### config.mk
export PLATFORM = sky130hd
export DESIGN_NAME = simd_exec_ctrl
export DESIGN_NICKNAME = d
export VERILOG_FILES = /design/src/rtl/simd_exec_ctrl_pkg.sv /design/src/rtl/simd_exec_ctrl_counter.sv /design/src/rtl/simd_exec_ctrl.sv
export SDC_FILE = /design/constraint.sdc
export NUM_CORES = 1
export LEC_CHECK = 0
export ABC_CLOCK_PERIOD_IN_PS = 2100
export CAP_MARGIN = 20
export CORE_ASPECT_RATIO = 1.25
export CORE_MARGIN = 2
export CORE_UTILIZATION = 35
export DETAILED_ROUTE_END_ITERATION = 8
export GPL_ROUTABILITY_DRIVEN = 0
export RECOVER_POWER = 25
export SLEW_MARGIN = 10
export SYNTH_ARGS = -nofsm -noshare
export SYNTH_HDL_FRONTEND = slang
export SYNTH_SLANG_ARGS = --single-unit
### constraint.sdc
create_clock -name clk -period 2.1 [get_ports clk]
set_input_delay 0.42 -clock clk [delete_from_list [all_inputs] [get_ports clk]]
set_output_delay 0.42 -clock clk [all_outputs]
set_load 0.01 [all_outputs]
### src/rtl/simd_exec_ctrl_pkg.sv
// Shared definitions for the SIMD run-control sequencer: datapath opcodes,
// the sequencer state type and the default timing constants.
package simd_exec_ctrl_pkg;

   // Datapath opcodes held in the INS memory.
   typedef enum logic [3:0] {
      OP_NOP = 4'h0,
      OP_ADD = 4'h1,
      OP_SUB = 4'h2,
      OP_MUL = 4'h3,
      OP_MAC = 4'h4
   } simd_opcode_t;

   // Run-control sequencer states.
   typedef enum logic [2:0] {
      S_IDLE,
      S_LAUNCH,
      S_RUN,
      S_DRAIN,
      S_DONE
   } exec_state_t;

   // Cycles allowed for the R-memory write pipeline to land after the last retire.
   localparam int DEFAULT_DRAIN_CYCLES = 4;
   // Cycles without a retire before the watchdog gives up on a run.
   localparam int DEFAULT_WDOG_CYCLES  = 1024;

endpackage

### src/rtl/simd_exec_ctrl_counter.sv
// exec_counter: clearable up-counter that sticks at all-ones instead of
// wrapping. Used for the retired count, the run cycle count and the watchdog.
module exec_counter #(
   parameter int WIDTH = 8
) (
   input  logic             clk,
   input  logic             rst,
   input  logic             clr_i,
   input  logic             en_i,
   output logic [WIDTH-1:0] cnt_o
);

   logic [WIDTH-1:0] cnt_q;

   // Clear has priority over counting; counting stops at all-ones.
   always_ff @(posedge clk) begin
      // NOTE: non-blocking assignments for all clocked state so every flop samples pre-edge values.
      if (rst || clr_i) begin
         cnt_q <= '0;
      end else if (en_i && (cnt_q != '1)) begin
         cnt_q <= cnt_q + WIDTH'(1);
      end
   end

   assign cnt_o = cnt_q;

endmodule

### src/rtl/simd_exec_ctrl.sv
// simd_exec_ctrl: run-control sequencer for the SIMD datapath. Launches a
// program, counts retired instructions, waits for R-memory writes to drain,
// then reports done and the run cycle count. PS writes into A/B/INS are
// blocked while busy and any such attempt is flagged.
// Optional watchdog (wdog_err port) is built when SIMD_EXEC_WDOG_EN is defined.
module simd_exec_ctrl
   import simd_exec_ctrl_pkg::*;
#(
   parameter int INS_ADDR_WIDTH = 11,
   parameter int DRAIN_CYCLES   = DEFAULT_DRAIN_CYCLES,
   parameter int CYC_WIDTH      = 32,
   parameter int WDOG_CYCLES    = DEFAULT_WDOG_CYCLES
) (
   input  logic                      clk,
   input  logic                      rst,
   input  logic                      start,
   input  logic [INS_ADDR_WIDTH:0]   ins_count,
   input  logic                      abort,
   input  logic                      hold,
   input  logic                      ps_a_wr_en,
   input  logic                      ps_b_wr_en,
   input  logic                      ps_ins_wr_en,
   output logic                      bram_a_wr_en,
   output logic                      bram_b_wr_en,
   output logic                      bram_ins_wr_en,
   output logic                      dp_in_data_valid,
   output logic                      dp_stall,
   input  logic                      dp_out_data_valid,
   output logic                      busy,
   output logic                      done,
   output logic                      aborted,
   output logic                      wr_conflict,
   output logic [CYC_WIDTH-1:0]      run_cycles
`ifdef SIMD_EXEC_WDOG_EN
   ,
   output logic                      wdog_err
`endif
);

   localparam int         CNT_W      = INS_ADDR_WIDTH + 1;
   localparam logic [3:0] DRAIN_LAST = 4'(DRAIN_CYCLES - 1);

   exec_state_t      state_q;
   logic [CNT_W-1:0] target_q;
   logic [CNT_W-1:0] retired_q;
   logic [CNT_W-1:0] retired_nx;
   logic [3:0]       drain_q;
   logic             done_q;
   logic             aborted_q;
   logic             wr_conflict_q;
   logic             dp_stall_q;
   logic             start_accept;
   logic             in_run;
   logic             retire;
   logic             last_retire;
   logic             wr_attempt;

   assign busy             = (state_q == S_LAUNCH) || (state_q == S_RUN) || (state_q == S_DRAIN);
   assign in_run           = (state_q == S_RUN);
   assign start_accept     = start && ((state_q == S_IDLE) || (state_q == S_DONE));
   assign retire           = in_run && dp_out_data_valid;
   assign retired_nx       = retired_q + CNT_W'(1);
   assign last_retire      = retire && (retired_nx == target_q);
   assign wr_attempt       = ps_a_wr_en || ps_b_wr_en || ps_ins_wr_en;

   assign bram_a_wr_en     = ps_a_wr_en   & ~busy;
   assign bram_b_wr_en     = ps_b_wr_en   & ~busy;
   assign bram_ins_wr_en   = ps_ins_wr_en & ~busy;
   assign dp_in_data_valid = (state_q == S_LAUNCH);
   assign dp_stall         = dp_stall_q;
   assign done             = done_q;
   assign aborted          = aborted_q;
   assign wr_conflict      = wr_conflict_q;

   // Instructions retired in the current run.
   exec_counter #(.WIDTH(CNT_W)) u_retired (
      .clk   (clk),
      .rst   (rst),
      .clr_i (start_accept),
      .en_i  (retire),
      .cnt_o (retired_q)
   );

   // Cycles spent in LAUNCH, RUN and DRAIN.
   exec_counter #(.WIDTH(CYC_WIDTH)) u_run_cycles (
      .clk   (clk),
      .rst   (rst),
      .clr_i (start_accept),
      .en_i  (busy),
      .cnt_o (run_cycles)
   );

`ifdef SIMD_EXEC_WDOG_EN
   localparam int WD_W = $clog2(WDOG_CYCLES + 1);

   logic [WD_W-1:0] wdog_q;
   logic            wdog_hit;
   logic            wdog_err_q;

   // Cycles in RUN since the last retire; restarts on every retire.
   exec_counter #(.WIDTH(WD_W)) u_wdog (
      .clk   (clk),
      .rst   (rst),
      .clr_i (~in_run | dp_out_data_valid),
      .en_i  (in_run),
      .cnt_o (wdog_q)
   );

   assign wdog_hit = in_run && !dp_out_data_valid && (wdog_q == WD_W'(WDOG_CYCLES - 1));
   assign wdog_err = wdog_err_q;
`endif

   // Sequencer FSM with registered status and stall outputs.
   always_ff @(posedge clk) begin
      if (rst) begin
         state_q       <= S_IDLE;
         target_q      <= '0;
         drain_q       <= '0;
         done_q        <= 1'b0;
         aborted_q     <= 1'b0;
         wr_conflict_q <= 1'b0;
         dp_stall_q    <= 1'b1;
`ifdef SIMD_EXEC_WDOG_EN
         wdog_err_q    <= 1'b0;
`endif
      end else begin
         if (busy && wr_attempt) begin
            wr_conflict_q <= 1'b1;
         end
         unique case (state_q)
            S_IDLE, S_DONE: begin
               if (start) begin
                  target_q      <= ins_count;
                  done_q        <= 1'b0;
                  aborted_q     <= 1'b0;
                  wr_conflict_q <= 1'b0;
`ifdef SIMD_EXEC_WDOG_EN
                  wdog_err_q    <= 1'b0;
`endif
                  if (ins_count != '0) begin
                     state_q    <= S_LAUNCH;
                     dp_stall_q <= hold;
                  end else begin
                     state_q    <= S_DONE;
                     done_q     <= 1'b1;
                  end
               end
            end
            S_LAUNCH: begin
               dp_stall_q <= hold;
               drain_q    <= '0;
               if (abort) begin
                  aborted_q <= 1'b1;
                  state_q   <= S_DRAIN;
               end else begin
                  state_q   <= S_RUN;
               end
            end
            S_RUN: begin
               dp_stall_q <= hold;
               drain_q    <= '0;
               if (abort) begin
                  aborted_q <= 1'b1;
                  state_q   <= S_DRAIN;
               end else if (last_retire) begin
                  state_q   <= S_DRAIN;
               end
`ifdef SIMD_EXEC_WDOG_EN
               else if (wdog_hit) begin
                  wdog_err_q <= 1'b1;
                  state_q    <= S_DRAIN;
               end
`endif
            end
            S_DRAIN: begin
               if (drain_q == DRAIN_LAST) begin
                  state_q    <= S_DONE;
                  done_q     <= 1'b1;
                  dp_stall_q <= 1'b1;
               end else begin
                  drain_q    <= drain_q + 4'd1;
                  dp_stall_q <= hold;
               end
            end
            default: state_q <= S_IDLE;
         endcase
      end
   end

endmodule

==> flow_summary.toml <==
[status]
outcome = "finished, final reports clean"

[floorplan]
start_util_pct = 35.8
rows = 40
die_area_um2 = 10700
die_x_um = 92.7
coreArea_um2 = 9610
pin_count = 62
die_y_um = 115

[worst_hold_path]
hold_class = "flop to flop"

[worst_setup_path]
r2r_slack_ps = 150
cp.required_ps = 1680
worstSetupPathType = "flop to output pin"
crit_fanout = 5
worstSetupStartpointType = "flop"
cp.arrival_ps = 1630
cp-end-kind = "output pin"

[final_layout]
nNetsFinal = 533
area_growth_syn_to_layout_pct = 39.5
stdcell_area_um2 = 4800
layout-drive-gt1-share_pct = 12.8
antenna_cells = 0
fin_util_pct = 50.0
layout.cells.non_filler = 640

[synth]
syn-num-nets = 442
ys_seq_elements = 67
synthArstFlopShare_pct = 0
avgSynthCellArea_um2 = 8.24
netlist_area_um2 = 3440
synthFlopType = "dfxtp_1"
yosys-top-cells-count = "dfxtp_1, nor2_1, nand2_1, xor2_1"
yosysWarnings = 0
synth-edff-count = 0
postSynthCellCount = 418
ys_types = 52
synth_top_area_cell = "dfxtp_1"
seq_area_frac_synth_pct = 38.9
synth_most_common_cell = "dfxtp_1"
synth.area.top_cells = "dfxtp_1, xor2_1, nor2_1"
synth_top_area_share_pct = 38.9

[placement]
io_buffer_count = 61
dp_slack_ps = 65.7
place_hpwl_um = 6400
placedCellCount = 620
place_area_um2 = 4390

[cts]
cts.sinks = 67
cts_tree = "yes"
clk_pin_slew_ps = 60
clock_latency_ps = 330
cts_buffers = 9
cts_buffer_depth = 2
root_buffer = "clkbuf_16"
htreeDepth = 3

[sta]
finalCriticalPeriod_ps = 2050
finalCritPeriodShare_pct = 97.5
rsz0062_at_grt = "no"
fin_ws_ps = 53.0
whs_ps = 467
timing.final.max_slew_violations = 0
fmax_mhz = 489
fin_tns_setup_ps = 0
fin_skew_ps = 6.85
setup-violations-final = 0
slew_headroom_pct = 63.5
tightest_slew_ps = 548
hold_violations = 0

[flow_run]
drv_cap = 0

[global_routing]
grt_pass1_wl_um = 15000
grt_pass1_vias = 3166
grt.total_usage_pct = 17.5
grt_max_degree = 25
grt_remaining_overflow = 0
antenna_found_initial = 0

[power_and_ir_drop]
power.total_mw = 3.75
peakVddDrop_uv = 385
power_density_nw_per_um2 = 781
p_leak_nw = 1.80

[detailed_routing]
wl_per_cell_um = 14.0
dr_wl_met3_um = 214
drc = 0
wl_met1_um = 4070
wl_met2_um = 4480
routed_via_density = 5.06
drtAntennaViolNets = 0
drt_iter0_markers = 127
vias = 3238
first_pass_iters = 4
highest_layer = "met4"
finalWirelength_um = 8930
[where the power goes]
part	leakage [nW]	internal [mW]	switching [mW]
Sequential	0.543	1.32	0.0366
Clock	0.179	1.25	0.539
Combinational	1.08	0.278	0.323
Total	1.80	2.85	0.899
[registers in the layout (all words and copies together) (netlist names), 3 cells and up]
register            count
u_run_cycles.cnt_o     32
target_q               12
u_retired.cnt_o        12
drain_q                 4
state_q                 3
[layout make-up]
cell class                 count  area, um2
clock buffer                  12        267
clock inverter                 4       95.1
fill                         954       4800
inverter                       6       22.5
multi-input combinational    324       2010
sequential                    67       1340
tap                          126        158
timing repair buffer         101        910
[worst paths after layout]
check                             start                endpoint  depth (start not counted)
setup / recovery             state_q[0]            bram_a_wr_en                          4
hold reg to reg                dp_stall                dp_stall                          2
hold / removal                 dp_stall                dp_stall                          2
setup reg to reg  u_run_cycles.cnt_o[1]  u_run_cycles.cnt_o[18]                          7
[layout by cell type, fill, tap and decap left out, types with 2 or more instances in the layout]
cell type        netlist  routed
dfxtp_1               67      67
nor2_1                55      55
clkdlybuf4s50_1        0      55
nand2_1               45      45
xor2_1                36      36
buf_4                  2      35
nand4_1               25      25
a21oi_1               25      25
nand3_1               23      23
xnor2_1               19      19
nand2b_1              10      10
nor3_1                10      10
and3_1                 9       9
clkbuf_16              0       9
and2_1                 7       7
o21ai_0                6       6
inv_1                  5       5
nor4_1                 6       5
or3_1                  5       5
dlygate4sd3_1          0       4
mux2i_1                3       3
a211oi_1               3       3
ha_1                   3       3
bufinv_16              0       3
clkbuf_8               0       3
nor4_4                 1       2
and4b_1                2       2
nor3b_1                2       2
a31oi_1                2       2
and4_1                 2       2
and3_2                 2       2
clkbuf_2               0       2
[critical path, stage by stage, from the launching register on]
cell and delay, ps:
dfxtp_1 320, o21bai_2 170, buf_6 150, and2_1 130, clkdlybuf4s50_1 540
[per-layer routing]
layer | global-route usage (%) | vias up
met3 | 2.62 | 11
met2 | 30.3 | 39
li1 | - | 1636
met5 | 0 | -
met4 | 8.43 | 0
met1 | 21.3 | 1552
[cell families (layout without fill, tap and decap cells)]
logic type / Yosys count / after routing / synth area share, %
simple gates: 215 / 215 / 32.6
flops: 67 / 67 / 38.9
xor+xnor: 56 / 56 / 14.7
compound gates: 47 / 47 / 8.46
buf+inv: 27 / 123 / 3.38
fa+ha+maj: 3 / 3 / 1.09
mux: 3 / 3 / 0.872
[what timing repair did]
action                                  CTS  global route
buffers inserted                          1             2
cloned                                    0             1
endpoints found under the setup margin    3             5
gates resized for setup                   1             6
pin swaps                                 0             1
hold buffers                              0             0
Power figures use the tool's default switching activity.
